**src/rtl/pipeline_ctrl.sv**
```systemverilog
// Hazard and sequencing controller for the 5-stage RV64I pipeline.
// Owns load-use stalls, redirect flushes, data-memory wait freezing and perf/error counters.
module pipeline_ctrl #(
    parameter int CNT_W    = 32,
    parameter int MAX_WAIT = 16
) (
    input  logic             clk,
    input  logic             rst,
    input  logic [4:0]       id_rs1,
    input  logic [4:0]       id_rs2,
    input  logic             id_uses_rs1,
    input  logic             id_uses_rs2,
    input  logic [4:0]       ex_rd,
    input  logic             ex_mem_read,
    input  logic             ex_redirect,
    input  logic             mem_access,
    input  logic             dmem_ready,
    output logic             pc_en,
    output logic             ifid_en,
    output logic             ifid_flush,
    output logic             idex_en,
    output logic             idex_flush,
    output logic             exmem_en,
    output logic             memwb_bubble,
    output logic             dmem_req,
    output logic             mem_timeout,
    output logic [CNT_W-1:0] stall_cnt,
    output logic [CNT_W-1:0] flush_cnt
);

    typedef enum logic {RUN, MEM_WAIT} state_t;

    localparam int WAIT_W = (MAX_WAIT > 1) ? $clog2(MAX_WAIT) : 1;
    localparam logic [WAIT_W-1:0] WAIT_LAST = WAIT_W'(MAX_WAIT - 1);

    state_t            state;
    state_t            state_next;
    logic [WAIT_W-1:0] wait_cnt;
    logic              load_use;
    logic              flush_evt;

    function automatic logic [CNT_W-1:0] sat_inc(input logic [CNT_W-1:0] v);
        return (&v) ? v : v + {{(CNT_W-1){1'b0}}, 1'b1};
    endfunction

    // x0 is hardwired to zero, so a load targeting it never creates a dependency.
    assign load_use = ex_mem_read && (ex_rd != 5'd0) &&
                      ((id_uses_rs1 && (id_rs1 == ex_rd)) ||
                       (id_uses_rs2 && (id_rs2 == ex_rd)));

    always_comb begin
        state_next   = state;
        pc_en        = 1'b1;
        ifid_en      = 1'b1;
        ifid_flush   = 1'b0;
        idex_en      = 1'b1;
        idex_flush   = 1'b0;
        exmem_en     = 1'b1;
        memwb_bubble = 1'b0;
        dmem_req     = mem_access;
        flush_evt    = 1'b0;

        if (rst) begin
            pc_en        = 1'b0;
            ifid_en      = 1'b0;
            ifid_flush   = 1'b1;
            idex_en      = 1'b0;
            idex_flush   = 1'b1;
            exmem_en     = 1'b0;
            memwb_bubble = 1'b1;
            dmem_req     = 1'b0;
            state_next   = RUN;
        end else if (state == MEM_WAIT || (mem_access && !dmem_ready)) begin
            // Freeze everything upstream of MEM; pending redirect/lu stay in EX/ID.
            pc_en        = 1'b0;
            ifid_en      = 1'b0;
            idex_en      = 1'b0;
            exmem_en     = 1'b0;
            memwb_bubble = !dmem_ready;
            dmem_req     = 1'b1;
            if (state == RUN) begin
                state_next = MEM_WAIT;
            end else if (dmem_ready) begin
                state_next = RUN;
            end
        end else if (ex_redirect) begin
            ifid_flush = 1'b1;
            idex_flush = 1'b1;
            flush_evt  = 1'b1;
        end else if (load_use) begin
            pc_en      = 1'b0;
            ifid_en    = 1'b0;
            idex_flush = 1'b1;
        end
    end

    always_ff @(posedge clk) begin
        if (rst) begin
            state       <= RUN;
            wait_cnt    <= '0;
            stall_cnt   <= '0;
            flush_cnt   <= '0;
            mem_timeout <= 1'b0;
        end else begin
            state <= state_next;
            if (state == MEM_WAIT) begin
                if (dmem_ready) begin
                    wait_cnt <= '0;
                end else if (wait_cnt == WAIT_LAST) begin
                    mem_timeout <= 1'b1;
                end else begin
                    wait_cnt <= wait_cnt + 1'b1;
                end
            end
            if (!pc_en) begin
                stall_cnt <= sat_inc(stall_cnt);
            end
            if (flush_evt) begin
                flush_cnt <= sat_inc(flush_cnt);
            end
        end
    end

endmodule

```
**config.mk**
```make
export PLATFORM = sky130hd
export DESIGN_NAME = pipeline_ctrl
export DESIGN_NICKNAME = d
export VERILOG_FILES = /design/src/rtl/pipeline_ctrl.sv
export SDC_FILE = /design/constraint.sdc
export NUM_CORES = 1
export LEC_CHECK = 0
export CAP_MARGIN = 20
export CORE_ASPECT_RATIO = 1.4
export CORE_MARGIN = 3
export CORE_UTILIZATION = 44
export DETAILED_ROUTE_END_ITERATION = 10
export PLACE_DENSITY = 0.76
export SYNTH_ARGS = -nofsm -noshare
export SYNTH_HDL_FRONTEND = slang
export SYNTH_SLANG_ARGS = --single-unit
export TNS_END_PERCENT = 20
```
**constraint.sdc**
```tcl
create_clock -name clk -period 2.3 [get_ports clk]
set_clock_uncertainty 0.05 [all_clocks]
set_input_delay 0.46 -clock clk [delete_from_list [all_inputs] [get_ports clk]]
set_output_delay 0.46 -clock clk [all_outputs]
set_load 0.05 [all_outputs]
```
=== Yosys cells after proc, flatten, opt, wreduce, memory -nomap -nowiden ===
Index checks and enable logic that the tools add are counted.

* $add $sub $neg: 3
* Equality and inequality tests: 4
* Multiplexer cells: 22
* Bitwise logic cells: 4
* Reduce and logical (&&, ||, !) cells: 15

{| class="wikitable"
|+ Operators with widths
! operator !! count
|-
| 32-bit by 1-bit adder with 32-bit output, second input constant || 2
|-
| 32-bit AND reduction || 2
|-
| 1-bit two-way mux || 20
|-
| 5-bit == test || 2
|-
| 4-bit two-way mux || 2
|-
| 2-bit AND reduction || 3
|-
| 1-bit logical AND || 5
|-
| 5-bit nonzero test || 1
|-
| 4-bit by 1-bit adder with 4-bit output, second input constant || 1
|-
| 4-bit == test, second input constant || 1
|-
| 1-bit NOT || 4
|-
| 3-bit AND reduction || 1
|-
| 1-bit logical OR || 2
|-
| 2-bit inequality test, second input constant || 1
|-
| 1-bit logical NOT || 1
|}

* Register bits: 70
* Input port bits: 23
* Output and inout bits: 73
* Logic and storage cells: 53

=== Logic depth before layout (Yosys ltp) ===
* Depth in word-level cells: 10
* Depth in mapped cells: 9

=== Least setup slack after synthesis ===
No wires, ideal clock.

* Path type: input to output
* From: input ex_rd[1]
* To: output pc_en
* Arrival: 2.620 ns
* Data required time: 1.790 ns
* Slack: -0.830 ns
* Stages: 5
* Buffers on the path: 1
* Path through: or4_1 -> o21ai_1 -> nor2_1 -> a21oi_1 -> buf_4

* Word-level cells in the longest chain between the ends: 8
* Elaborated cells on any way between the ends: 12

{| class="wikitable"
|+ Ends and longest elaborated chain
! what !! line !! text
|-
| start, declared || 13 || <nowiki>input logic [4:0] ex_rd,</nowiki>
|-
| 5-bit == test, on equally long branches || 48, 49 ||
|-
| 1-bit logical AND, on equally long branches || 48, 49 ||
|-
| 1-bit logical OR || 48 || <nowiki>((id_uses_rs1 && (id_rs1 == ex_rd)) ||</nowiki>
|-
| 1-bit logical AND * || 47 || <nowiki>assign load_use = ex_mem_read && (ex_rd != 5'd0) &&</nowiki>
|-
| 1-bit two-way mux * (4 in series) || - ||
|-
| end, declared || 18 || <nowiki>output logic pc_en,</nowiki>
|}

Mark *: on every way between the ends. The rest lies on a longest branch, timed or not.

=== Worst setup path in the final report ===
* From: input ex_redirect
* To: register flush_cnt[29]

* Word-level cells in the longest chain between the ends: 4

{| class="wikitable"
|+ Ends and longest elaborated chain
! what !! line !! text
|-
| start, declared || 15 || <nowiki>input logic ex_redirect,</nowiki>
|-
| 1-bit two-way mux || 86 || <nowiki>end else if (ex_redirect) begin</nowiki>
|-
| 1-bit two-way mux || 73 || <nowiki>end else if (state == MEM_WAIT || (mem_access && !dmem_ready)) begin</nowiki>
|-
| 1-bit two-way mux || 63 || <nowiki>if (rst) begin</nowiki>
|-
| 2-bit AND reduction (no source line) || - ||
|-
| end signal, assigned || 119 || <nowiki>flush_cnt <= sat_inc(flush_cnt);</nowiki>
|-
| end, declared || 28 || <nowiki>output logic [CNT_W-1:0] flush_cnt</nowiki>
|}

No other way between the ends.
A chain may end at the register's enable or synchronous reset.

==> impl_metrics.toml <==
[cts]
clockRootBuffer = "clkbuf_8"
clk_path_buf_depth = 2
clock-sinks = 70
cts_buffers = 9
htree_num_levels = 3
insertion_delay_ps = 340
cts_tree = "built"
cts.clk_slew.worst_paths_ps = 70

[floorplanning]
core_mm2 = 0.007845
die_w_um = 82.33
die_h_um = 112.9
io_pins = 96
std_cell_rows = 38
initial_utilization_pct = 45.74
dieArea_mm2 = 0.009291

[sta]
rsz0062_at_grt = "true"
maxSlewHeadroom_pct = 63.61
finalHoldViolCount = 0
fmax_mhz = 439.7
finalSetupTns_ps = 0
timing.final.crit_period_ps = 2274
slew_viol_final = 0
worst_pin_slew_ps = 545.9
finalSetupViolations = 0
period_share_pct = 98.88

[global_route]
grt_use_total_pct = 23.31
grt_antenna_before_repair = 0
grt_max_degree = 45
grt_overflow_total = 0
grt_pass1_wl_um = 17240
grt_pass1_vias = 3829

[critical_path]
critPathTopFamily = "buffers and inverters"
critical_path.max_fanout = 10
worst-setup-path-type = "input port to flip-flop"
path_depth = 9
crit_path_end_kind = "flip-flop"
slowest_delay_ps = 470
crit_arrival_ps = 2450
worstPathRequired_ps = 2480
cp_cell_sequence = "clkdlybuf4s50_1 -> inv_1 -> buf_4 -> nor4_2 -> nand4_1 -> buf_4 -> nor4_1 -> o211ai_1 -> o211a_1"
reg2reg_depth = 6
cpMostUsedCell = "buf_4"
critPathBufInv = 4
setup.worst_path.start_class = "input port"
critical-path-slowest-cell = "clkdlybuf4s50_1"

[logic_synthesis]
synthArstFlopShare_pct = 0
ys_types = 43
synthTopCellsByCount = "dfxtp_1, nor2_1, a21oi_1"
yosys_warnings = 0
synth_top_area_share_pct = 39.05
netlist_top_cells_area = "dfxtp_1, xnor2_1, a21oi_1, nor2_1, or3_1"
syn-num-nets = 465
synth_top_cell_by_area = "dfxtp_1"
synth_flop_cell = "dfxtp_1"
ys_seq_elements = 70
yosysMostFrequentCell = "dfxtp_1"
synth_seq_area_share_pct = 39.05
synth.avg_cell_area_um2 = 8.174
netlist_area_mm2 = 0.003588
synth_edf_count = 0
netlist_instances = 439

[power]
pwr_density_cell_mw_per_mm2 = 458.9
combPwrFrac_pct = 15.2
pwr-share-clk_pct = 34.5
sw_frac_of_total_pct = 26.51
ir_drop_v = 0.0004115
p_int_w = 0.001798
finalPower_w = 0.002446
leakagePower_nw = 1.869
seqPwrFrac_pct = 50.4
switching_power_w = 0.0006484

[final_layout]
utilization_pct = 67.94
drive_above_1_share_pct = 18.32
syn2layout_area_growth_pct = 48.54
nNetsFinal = 607
layoutNonFillerInstCount = 684
n_antenna_cell = 0
final_area_mm2 = 0.005330
fill_cells = 657

[detailed_routing]
via_per_inst = 5.658
wl_um = 10470
dr_total_vias = 3870
dr.pass1.iters = 7
dr.first_iter.drc_count = 152
drc = 0
wire_per_inst_um = 15.31
detail-route-antenna-nets = 0

[hold_path]
hold_path_class = "flip-flop to flip-flop"
holdPathStages = 1

[place]
gp_congestion = 0.8749
placed_cells_incl_taps = 667
placed_area_mm2 = 0.005115
dpl.hpwl_um = 7818
port_buffers = 95

[run_status]
status = "completed"

[job]
cap_violations = 0
==> power by group through the flow <==
stage / clock (W) / sequential [W] / combinational [W]
finish: 0.000843 / 0.00123 / 0.000371
global route: 0.000920 / 0.00123 / 0.000397
CTS: 0.000871 / 0.00123 / 0.000369
detailed placement: 0 / 0.00126 / 0.000364
global placement: 0 / 0.00126 / 0.000356
floorplan: 0 / 0.00129 / 0.000151
==> area by class of cell <==
| type | count | area [um2] | share of cell area, % |
|---|---|---|---|
| clock buffer | 12 | 145.1 | 2.723 |
| tap | 100 | 125.1 | 2.347 |
| timing repair buffer | 151 | 1454 | 27.28 |
| sequential | 70 | 1409 | 26.43 |
| multi-input combinational | 341 | 2153 | 40.40 |
| clock inverter | 2 | 10.01 | 0.1878 |
| inverter | 8 | 33.78 | 0.6338 |
==> cells by family after synthesis <==
family,Yosys count,synth area share [%]
compound gates,85,13.74
xor+xnor,40,9.763
fa+ha+maj,3,1.046
buf+inv,28,3.242
flops,70,39.05
mux,4,1.151
simple gates,209,32.01
==> placed cells by master, fill, tap and decap left out, types with 3 or more instances in the layout <==
cell type and count:
mux2i_1 3, o21ai_0 23, or3_1 21, and3_1 10
inv_1 7, a21oi_1 37, o31ai_1 12, or4_4 3
nor4_1 11, nand4_1 20, xnor2_1 26, xor2_1 12
dfxtp_2 6, ha_1 3, dfxtp_1 64, or4_1 12
buf_12 10, clkbuf_8 10, dlygate4sd2_1 11, nand2_1 33
nor3_1 5, nor2_1 44, and4_1 4, buf_2 3
nand3_1 25, buf_4 54, clkdlybuf4s50_1 69
==> repair_timing <==
action,CTS,global route
setup buffers,3,0
endpoints found under the hold margin,0,0
setup endpoints to repair,19,6
hold buffers,0,0
gates resized for setup,44,2
pin swaps,16,7
==> metal layers <==
metal | vias to the layer above | share of wire (%) | global-route usage [%]
li1 | 1891 | - | -
met1 | 1839 | 39 | 25.86
met2 | 117 | 54 | 40.90
met3 | 23 | 4.0 | 4.220
met4 | 0 | 3.0 | 12.20
met5 | - | 0 | 0
==> path summary, 6_finish.rpt <==
path	from	end	slack, ps
worst min register to register	mem_timeout	mem_timeout	430
worst max register to register	flush_cnt[20]	flush_cnt[16]	140
worst max-delay path	ex_redirect	flush_cnt[29]	30
worst min-delay path	mem_timeout	mem_timeout	430
==> sequential cells by signal, indices dropped and copies added, names as in the netlist <==
| name | count |
|---|---|
| flush_cnt | 32 |
| stall_cnt | 32 |
| state | 1 |
| wait_cnt | 4 |
| mem_timeout | 1 |
==> through the flow <==
| step | hold slack [ps] | setup WS [ps] |
|---|---|---|
| after CTS | 436.0 | -4.326 |
| after global placement | 404.8 | -370.3 |
| after detailed placement | 419.1 | -432.7 |
| final | 433.1 | 25.87 |
| after floorplan | 429.4 | -85.37 |
| after global routing | 467.8 | -28.98 |
==> worst reg2reg max path: stages, from the launching register on <==
cell,delay [ps]
dfxtp_1,380
and4_1,280
nand3_1,270
or3_1,580
o21ai_0,260
xor2_1,160
nor2_1,50
Power figures use the tool's default switching activity.
